==> src/rtl/pipeline_stall_controller_if.sv <==
`default_nettype none
// +----------------------------------------------------------------------------+
// | pipeline_stall_controller_if: hazard/memory handshake inputs and per-stage |
// | enable/flush outputs; perf counters present with STALL_PERF_CNT_EN.        |
// | Revision: 1.0                                                              |
// +----------------------------------------------------------------------------+
interface pipeline_stall_controller_if;
    logic        load_use_hazard;
    logic        branch_taken;
    logic        imem_ready;
    logic        dmem_req;
    logic        dmem_ready;
    logic        pc_en;
    logic        if_id_en;
    logic        if_id_flush;
    logic        id_ex_bubble;
    logic        ex_mem_en;
    logic        mem_wb_en;
    logic        mem_timeout;
`ifdef STALL_PERF_CNT_EN
    logic [31:0] stall_cycles;
    logic [31:0] flush_count;
`endif

    modport master (
        output load_use_hazard, branch_taken, imem_ready, dmem_req, dmem_ready,
        input  pc_en, if_id_en, if_id_flush, id_ex_bubble, ex_mem_en, mem_wb_en,
        input  mem_timeout
`ifdef STALL_PERF_CNT_EN
        , input stall_cycles, flush_count
`endif
    );

    modport slave (
        input  load_use_hazard, branch_taken, imem_ready, dmem_req, dmem_ready,
        output pc_en, if_id_en, if_id_flush, id_ex_bubble, ex_mem_en, mem_wb_en,
        output mem_timeout
`ifdef STALL_PERF_CNT_EN
        , output stall_cycles, flush_count
`endif
    );
endinterface
`default_nettype wire

==> src/rtl/pipeline_stall_controller.sv <==
`default_nettype none
// +----------------------------------------------------------------------------+
// | pipeline_stall_controller: stall/flush sequencer for the 5-stage pipeline. |
// | Optional macro STALL_PERF_CNT_EN adds stall/flush performance counters.    |
// | Revision: 1.0                                                              |
// +----------------------------------------------------------------------------+
module pipeline_stall_controller #(
    parameter int MAX_WAIT = 16
) (
    input  logic                          clk,
    input  logic                          rst_n,
    pipeline_stall_controller_if.slave    bus
);
    localparam logic [7:0] c_MAX_WAIT = MAX_WAIT[7:0];

    typedef enum logic [1:0] {
        RUN       = 2'd0,
        DMEM_WAIT = 2'd1,
        IMEM_WAIT = 2'd2
    } state_t;

    state_t     r_state;
    logic [7:0] r_wait_cnt;
    logic       r_redirect_pending;
    logic       r_mem_timeout;

    state_t     w_next;
    logic       w_freeze;
    logic       w_entry;
    logic       w_in_wait;
    logic [7:0] w_cnt_inc;
    logic       w_redirect_next;
    logic       w_pc_en;
    logic       w_if_id_en;
    logic       w_if_id_flush;
    logic       w_id_ex_bubble;
    logic       w_ex_mem_en;
    logic       w_mem_wb_en;

    // A pending data access keeps the freeze even if the MEM stage drops dmem_req.
    assign w_freeze = (bus.dmem_req & ~bus.dmem_ready) |
                      ((r_state == DMEM_WAIT) & ~bus.dmem_ready);

    always_comb begin
        w_pc_en         = 1'b1;
        w_if_id_en      = 1'b1;
        w_if_id_flush   = 1'b0;
        w_id_ex_bubble  = 1'b0;
        w_ex_mem_en     = 1'b1;
        w_mem_wb_en     = 1'b1;
        w_next          = bus.imem_ready ? RUN : IMEM_WAIT;
        w_redirect_next = r_redirect_pending;
        if (w_freeze) begin
            w_pc_en     = 1'b0;
            w_if_id_en  = 1'b0;
            w_ex_mem_en = 1'b0;
            w_mem_wb_en = 1'b0;
            w_next      = DMEM_WAIT;
        end else if (bus.load_use_hazard) begin
            w_pc_en        = 1'b0;
            w_if_id_en     = 1'b0;
            w_id_ex_bubble = 1'b1;
        end else if (bus.branch_taken) begin
            w_if_id_flush   = 1'b1;
            w_redirect_next = ~bus.imem_ready;
        end else if (!bus.imem_ready) begin
            w_pc_en       = 1'b0;
            w_if_id_flush = 1'b1;
        end else begin
            // Fetch returned after a redirect: the word is from the wrong path.
            w_if_id_flush   = r_redirect_pending;
            w_redirect_next = 1'b0;
        end
        if (!rst_n) begin
            w_pc_en        = 1'b0;
            w_if_id_en     = 1'b0;
            w_if_id_flush  = 1'b1;
            w_id_ex_bubble = 1'b1;
            w_ex_mem_en    = 1'b0;
            w_mem_wb_en    = 1'b0;
        end
    end

    assign w_in_wait = (r_state != RUN);
    assign w_entry   = (w_next != RUN) && (w_next != r_state);
    assign w_cnt_inc = (r_wait_cnt == c_MAX_WAIT) ? r_wait_cnt : r_wait_cnt + 8'd1;

    always_ff @(posedge clk or negedge rst_n) begin
        if (!rst_n) begin
            r_state            <= RUN;
            r_wait_cnt         <= 8'd0;
            r_redirect_pending <= 1'b0;
            r_mem_timeout      <= 1'b0;
        end else begin
            r_state            <= w_next;
            r_redirect_pending <= w_redirect_next;
            if (w_entry) begin
                r_wait_cnt <= 8'd0;
            end else if (w_in_wait) begin
                r_wait_cnt <= w_cnt_inc;
                if (w_cnt_inc == c_MAX_WAIT) begin
                    r_mem_timeout <= 1'b1;
                end
            end
        end
    end

    assign bus.pc_en        = w_pc_en;
    assign bus.if_id_en     = w_if_id_en;
    assign bus.if_id_flush  = w_if_id_flush;
    assign bus.id_ex_bubble = w_id_ex_bubble;
    assign bus.ex_mem_en    = w_ex_mem_en;
    assign bus.mem_wb_en    = w_mem_wb_en;
    assign bus.mem_timeout  = r_mem_timeout;

`ifdef STALL_PERF_CNT_EN
    logic [31:0] r_stall_cycles;
    logic [31:0] r_flush_count;

    always_ff @(posedge clk or negedge rst_n) begin
        if (!rst_n) begin
            r_stall_cycles <= 32'd0;
            r_flush_count  <= 32'd0;
        end else begin
            if (!w_pc_en) begin
                r_stall_cycles <= r_stall_cycles + 32'd1;
            end
            if (w_if_id_flush) begin
                r_flush_count <= r_flush_count + 32'd1;
            end
        end
    end

    assign bus.stall_cycles = r_stall_cycles;
    assign bus.flush_count  = r_flush_count;
`endif
endmodule
`default_nettype wire

==> src/flat_wrapper.sv <==
// flat-port wrapper written by rule: the top's interface ports become plain ports
module pipeline_stall_controller_flat 
#(
    parameter int MAX_WAIT = 16
)
  (clk, rst_n, bus_load_use_hazard, bus_branch_taken, bus_imem_ready, bus_dmem_req, bus_dmem_ready, bus_pc_en, bus_if_id_en, bus_if_id_flush, bus_id_ex_bubble, bus_ex_mem_en, bus_mem_wb_en, bus_mem_timeout);
  pipeline_stall_controller_if bus_i ();
  input  logic clk;
  input  logic rst_n;
  input wire logic [$bits(bus_i.load_use_hazard)-1:0] bus_load_use_hazard;
  input wire logic [$bits(bus_i.branch_taken)-1:0] bus_branch_taken;
  input wire logic [$bits(bus_i.imem_ready)-1:0] bus_imem_ready;
  input wire logic [$bits(bus_i.dmem_req)-1:0] bus_dmem_req;
  input wire logic [$bits(bus_i.dmem_ready)-1:0] bus_dmem_ready;
  output wire logic [$bits(bus_i.pc_en)-1:0] bus_pc_en;
  output wire logic [$bits(bus_i.if_id_en)-1:0] bus_if_id_en;
  output wire logic [$bits(bus_i.if_id_flush)-1:0] bus_if_id_flush;
  output wire logic [$bits(bus_i.id_ex_bubble)-1:0] bus_id_ex_bubble;
  output wire logic [$bits(bus_i.ex_mem_en)-1:0] bus_ex_mem_en;
  output wire logic [$bits(bus_i.mem_wb_en)-1:0] bus_mem_wb_en;
  output wire logic [$bits(bus_i.mem_timeout)-1:0] bus_mem_timeout;
  assign bus_i.load_use_hazard = bus_load_use_hazard;
  assign bus_i.branch_taken = bus_branch_taken;
  assign bus_i.imem_ready = bus_imem_ready;
  assign bus_i.dmem_req = bus_dmem_req;
  assign bus_i.dmem_ready = bus_dmem_ready;
  assign bus_pc_en = bus_i.pc_en;
  assign bus_if_id_en = bus_i.if_id_en;
  assign bus_if_id_flush = bus_i.if_id_flush;
  assign bus_id_ex_bubble = bus_i.id_ex_bubble;
  assign bus_ex_mem_en = bus_i.ex_mem_en;
  assign bus_mem_wb_en = bus_i.mem_wb_en;
  assign bus_mem_timeout = bus_i.mem_timeout;
  pipeline_stall_controller #(.MAX_WAIT(MAX_WAIT)) u_core (.clk(clk), .rst_n(rst_n), .bus(bus_i));
endmodule
==> config.mk <==
export PLATFORM = sky130hd
export DESIGN_NAME = pipeline_stall_controller_flat
export DESIGN_NICKNAME = d
export VERILOG_FILES = /design/src/rtl/pipeline_stall_controller_if.sv /design/src/rtl/pipeline_stall_controller.sv /design/src/flat_wrapper.sv
export SDC_FILE = /design/constraint.sdc
export NUM_CORES = 1
export LEC_CHECK = 0
export ABC_AREA = 1
export BUFFER_PORTS_ARGS = -buffer_cell sky130_fd_sc_hd__clkbuf_2
export CORE_MARGIN = 5
export CORE_UTILIZATION = 55
export CTS_BUF_LIST = sky130_fd_sc_hd__clkbuf_4
export CTS_CLUSTER_DIAMETER = 80
export DETAILED_ROUTE_END_ITERATION = 8
export PLACE_DENSITY = 0.79
export SYNTH_ARGS = -nofsm -noshare
export SYNTH_HDL_FRONTEND = slang
export SYNTH_SLANG_ARGS = --single-unit
export TNS_END_PERCENT = 10
==> constraint.sdc <==
create_clock -name clk -period 1.8 [get_ports clk]
set_input_delay 0.36 -clock clk [delete_from_list [all_inputs] [get_ports clk]]
set_output_delay 0.36 -clock clk [all_outputs]
set_load 0.05 [all_outputs]
==> impl_metrics.ini, run 1 <==
[critical_path]
start_kind = flop
cp.required_ps = 1440
cp_max_fo = 2
path_cells = nand3_2 -> nand2_4 -> nor2_4 -> inv_2 -> nor2_2 -> o21a_2 -> buf_8
crit_start = u_core.r_state[0]
cp_num_buf_inv = 2
worstSetupPathType = flop to output port
cp.arrival_ps = 1400
timing.critical_path.max_delay_family = flip-flops
cp-end-kind = output port
r2r-start = u_core.r_wait_cnt[0]
cpPeakStageDelay_ps = 400
crit_slowest_cell = dfrtp_1

[clock_network]
clkTransAtPathRegs_ps = 90
cts_tree = yes
numCtsBuffers = 3
clk_latency_ps = 280
cts_root_buf = clkbuf_4
htree_levels = 1
cts_buffer_depth = 2
cts.sinks = 12

[sta]
finalClockSkew_ps = 8.45
finalCriticalPeriod_ps = 1760
worst-slew-pin-transition_ps = 398
fmax_mhz = 570
slew_headroom = 0.734
rsz0062_at_grt = yes
hold_violations = 4
fin_crit_sh = 0.975
hold_ws_ps = -0.711
setup_viol = 0
slew_viol_final = 0

[floorplan]
ios = 14
core_um2 = 1350
dieWidth_um = 48.2
start_util = 0.596
dieHeight_um = 48.2
placementRows = 13
dieArea_um2 = 2330

[drt]
viasPerCell = 5.20
num_vias = 765
drc = 0
antenna_left = 0
wl_per_cell_um = 11.4
dr.pass1.iters = 4
wirelength_um = 1670
drt-initial-drc-count = 20

[global_route]
grt_pass1_vias = 732
antenna_found_initial = 0
grt_max_degree = 9
grt_remaining_overflow = 0
grtUsageTotal = 0.180
grt_pass1_wl_um = 2900

[finish]
layout-drive-gt1-share = 0.311
syn_to_final_growth_pct = 25.0
layout.nets = 142
multi_input_area_um2 = 437
insertedDiodeCount = 0
regArea_um2 = 300
nFillCells = 100

[synthesis]
ys_ff_latch = 12
ys_types = 24
synth_area_um2 = 805
yosysWarnings = 0
syn_area_per_cell_um2 = 7.52
synthesis.nets = 116
ys.flop_type = dfrtp_1
synth_cells = 107
yosysSeqAreaShare = 0.373
async_reset_ff_frac = 1.00
synth_edf_count = 0

[run_status]
violations = negative hold slack
outcome = finished, violations left

[placement]
port_buffers = 13
hpwl_um = 1270
gp_congestion = 0.860

[power]
power.total_w = 0.000713
power.density_nw_per_um2 = 708
leakagePower_nw = 0.510
ir_drop_uv = 658

[min_path]
hold_path.class = input port to asynchronous set/reset pin

[flow_run]
maxCapViolCount = 0
-- worst register-to-register path, stage by stage, from the launching register on --
cell and delay [ps]:
dfrtp_1 400, ha_1 220, nand3_1 130, nor2_1 120, nor2_1 50, nor2_1 190, nand4_1 130, o21bai_1 150
-- synth_stat cells, types with 2 or more instances --
library cell,count,area (um2)
nand3_1,6,30.0
o21ai_1,3,15.0
nand2_2,2,12.5
nor2_1,12,45.0
o21ai_0,2,10.0
ha_1,2,25.0
nand4_1,3,18.8
nand2_4,2,22.5
nor3_1,2,10.0
nand2_1,27,101
inv_1,18,67.6
o22ai_2,5,62.6
dfrtp_1,12,300
-- layer usage --
metal / wire length (um) / GRT usage / vias up
li1: - / - / 395
met1: 748 / 0.215 / 347
met2: 812 / 0.307 / 19
met3: 79 / 0.0258 / 4
met4: 31 / 0.0968 / 0
met5: 0 / 0 / -
-- placed cells by master (no fill, tap or decap) --
| master | instances |
|---|---|
| o21ai_1 | 4 |
| ha_1 | 2 |
| nand4_1 | 3 |
| a21oi_1 | 1 |
| nor3_1 | 2 |
| buf_2 | 1 |
| buf_8 | 1 |
| xor2_1 | 1 |
| o21a_2 | 1 |
| o21ai_0 | 1 |
| clkbuf_2 | 9 |
| nand3_2 | 1 |
| nand2_2 | 2 |
| o21bai_1 | 1 |
| nand2_4 | 2 |
| a22oi_1 | 1 |
| buf_4 | 7 |
| dlygate4sd3_1 | 2 |
| inv_2 | 2 |
| nor2_1 | 10 |
| clkinv_1 | 1 |
| inv_1 | 17 |
| o22ai_2 | 5 |
| nand2_1 | 27 |
| nand3_1 | 6 |
| dfrtp_1 | 12 |
| nor2_4 | 2 |
| o21ai_2 | 1 |
| clkbuf_4 | 5 |
| nor2_2 | 2 |
-- timing repair --
| item | 4_1_cts | 5_1_grt |
|---|---|---|
| endpoints found under the setup margin | 3 | 5 |
| gates resized for setup | 4 | 5 |
| pin swaps | 3 | 4 |
| hold endpoints to repair | 6 | 0 |
| cloned | 0 | 0 |
| hold buffers | 2 | 0 |
| buffers inserted | 5 | 1 |
-- report_power, final --
| group | switching (W) | total, W | leakage, nW | internal (W) |
|---|---|---|---|---|
| registers | 0.0000159 | 0.000305 | 0.161 | 0.000289 |
| logic | 0.000143 | 0.000227 | 0.334 | 0.0000836 |
| clock network | 0.000100 | 0.000181 | 0.0154 | 0.0000805 |
| total | 0.000260 | 0.000713 | 0.510 | 0.000453 |
-- worst paths after layout --
check,endpoint,slack (ps),cells after the start
max,bus_pc_en,40,7
min,u_core.r_redirect_pending,-0.7,2
max reg2reg,u_core.bus.mem_timeout,350,7
min reg2reg,u_core.bus.mem_timeout,480,1
max in group asynchronous,u_core.r_wait_cnt[6],1070,2
min in group clk,u_core.r_state[1],280,2
-- metrics by stage --
step	cell area, um2	util	setup TNS [ps]	setup WS [ps]	cells
after CTS	995	0.737	0	19.4	146
final	1010	0.745	0	44.1	147
after global routing	1010	0.745	-39.0	-39.0	147
after floorplan	811	-	-222	-173	107
after global placement	895	0.663	0	91.4	135
after detailed placement	895	0.663	0	43.9	135
-- registers in the layout, indices dropped and copies added, names as in the netlist --
signal	flops
u_core.bus.mem_timeout	1
u_core.r_state	2
u_core.r_wait_cnt	8
u_core.r_redirect_pending	1
-- cells by family after synthesis --
kind of cell               after synthesis  synth area share
adders and majority gates                2            0.0311
xor gates and xnor gates                 1            0.0109
DFF                                     12             0.373
and+or+nand+nor                         57             0.333
buffers and inverters                   20            0.0980
AOI/OAI and AO/OA                       15             0.154
-- area by class of cell --
cell class                 count  area share
inverter                      19      0.0709
sequential                    12       0.299
multi-input combinational     75       0.434
tap                           15      0.0187
timing repair buffer          22       0.152
clock buffer                   3      0.0224
clock inverter                 1     0.00373
Power figures use the tool's default switching activity.
==> inputs of run 2 (changes only) <==
--- a/config.mk
+++ b/config.mk
@@ -12,7 +12,8 @@
 export CTS_BUF_LIST = sky130_fd_sc_hd__clkbuf_4
 export CTS_CLUSTER_DIAMETER = 80
 export DETAILED_ROUTE_END_ITERATION = 8
-export PLACE_DENSITY = 0.79
+export PLACE_DENSITY = 0.8
+export RECOVER_POWER = 100
 export SYNTH_ARGS = -nofsm -noshare
 export SYNTH_HDL_FRONTEND = slang
 export SYNTH_SLANG_ARGS = --single-unit
==> run 2 against run 1 <==
  * The run now ends clean
  * Utilization grew 0.46 points
  * Global-route usage rose by 1.1 points
  * Flip-flop and latch count unchanged
  * Sequential power is essentially flat
  * Non-clock buffer count stayed put
  * Highest routed layer unchanged
==> impl_metrics.ini, run 2 (same netlist as run 1, synthesis figures left out) <==
[floorplan]
ios = 14
dieWidth_um = 48.2
placementRows = 13
dieHeight_um = 48.2
dieArea_um2 = 2330
start_util = 0.596
core_um2 = 1350

[power]
leakagePower_nw = 0.514
ir_drop_uv = 447
power.density_nw_per_um2 = 706

[critical_path]
crit_slowest_cell = dfrtp_1
reg2reg_depth = 8
start_kind = flop
cp.arrival_ps = 1420
cpPeakStageDelay_ps = 400
r2r-start = u_core.r_wait_cnt[0]
timing.critical_path.max_delay_family = flip-flops
cp.required_ps = 1440
cp_max_fo = 2
path_cells = nand3_2 -> nand2_4 -> nor2_4 -> inv_2 -> o21ai_1 -> buf_4
reg2reg_setup_slack_ps = 330
worstSetupPathType = flop to output port
cp_num_buf_inv = 2
cp-end-kind = output port
rr_endpoint = u_core.bus.mem_timeout

[sta]
slew_headroom = 0.736
slew_viol_final = 0
setup_ws_ps = 20.6
hold_ws_ps = 18.1
setup_viol = 0
rsz0062_at_grt = yes
finalCriticalPeriod_ps = 1780
worst-slew-pin-transition_ps = 395
fmax_mhz = 562
fin_setup_tns_ps = 0
hold_violations = 0
finalClockSkew_ps = 3.66
fin_crit_sh = 0.989

[global_route]
grtUsageTotal = 0.192
antenna_found_initial = 0
grt_pass1_vias = 772
grt_remaining_overflow = 0
grt_max_degree = 9
grt_pass1_wl_um = 3020

[placement]
place_area_um2 = 895
post-place-ws_ps = -6.24
hpwl_um = 1320
port_buffers = 13
gp_congestion = 0.851

[finish]
multi_input_area_um2 = 442
largest_reg_flops = 8
regMostFlops = u_core.r_wait_cnt
insertedDiodeCount = 0
regArea_um2 = 300
syn_to_final_growth_pct = 25.8
final_common_cell = nand2_1
most-common-layout-cells = nand2_1, inv_1, dfrtp_1, nor2_1, buf_4
layout.nets = 142
stdcell_area_um2 = 1010
largestRegisters = u_core.r_wait_cnt (8), u_core.r_state (2)
layout-drive-gt1-share = 0.318
nFillCells = 99

[clock_network]
htree_levels = 1
cts_tree = yes
numCtsBuffers = 3
cts_root_buf = clkbuf_4
cts.sinks = 12
clkTransAtPathRegs_ps = 80
cts_buffer_depth = 2
clk_latency_ps = 280

[drt]
drc = 0
num_vias = 794
dr.pass1.iters = 4
wl_per_cell_um = 13.0
drt-initial-drc-count = 33
antenna_left = 0
wirelength_um = 1920
viasPerCell = 5.40

[flow_run]
maxCapViolCount = 0

[run_status]
outcome = completed

[min_path]
hold_path.class = input port to asynchronous set/reset pin
run 2: worst max path at each step:
stage	end	startpoint	slack (ps)	cells after the start
after detailed placement	bus_pc_en	bus_dmem_ready	-6	9
after global placement	bus_pc_en	bus_dmem_ready	90	9
final	bus_if_id_flush	u_core.r_state[0]	20	6
after floorplan	bus_pc_en	bus_dmem_ready	-170	7
after global routing	bus_if_id_flush	u_core.r_state[0]	-60	6
after CTS	bus_pc_en	u_core.r_state[0]	0.7	7
run 2: area by class of cell:
| type | count | area share |
|---|---|---|
| Clock inverter | 1 | 0.00371 |
| Inverter | 19 | 0.0705 |
| Multi-Input combinational cell | 75 | 0.436 |
| Tap cell | 15 | 0.0185 |
| Clock buffer | 3 | 0.0222 |
| Sequential cell | 12 | 0.297 |
| Timing Repair Buffer | 22 | 0.152 |
run 2: power breakdown:
group,internal (W),switching (W)
combinational,0.0000857,0.000147
sequential,0.000289,0.0000178
clock,0.0000806,0.0000949
run 2: worst reg2reg max path: stages (launching register included):
cell and delay (ps):
dfrtp_1 420, inv_1 120, ha_1 160, nand2_1 50, nor2_1 130, nand2_1 100
a21oi_1 130, nand4_1 130, o21bai_1 150
run 2: metal layers:
layer	GRT usage	vias up	share of wire
met5	0	-	0
met4	0.140	0	0.044
met3	0.0480	9	0.060
met2	0.307	32	0.48
met1	0.218	361	0.42
li1	-	392	-
run 2: what timing repair did:
item | CTS | global route
hold buffers | 1 | 0
setup buffers | 5 | 2
endpoints found under the hold margin | 6 | 0
pin swaps | 3 | 2
endpoints found under the setup margin | 3 | 5
resized for setup | 5 | 10
run 2: through the flow:
step,power (W),instances,util
after CTS,0.000710,145,0.729
after floorplan,0.000467,107,-
after detailed placement,0.000515,135,0.663
final,0.000715,147,0.750
after global routing,0.000758,147,0.750
after global placement,0.000511,135,0.663
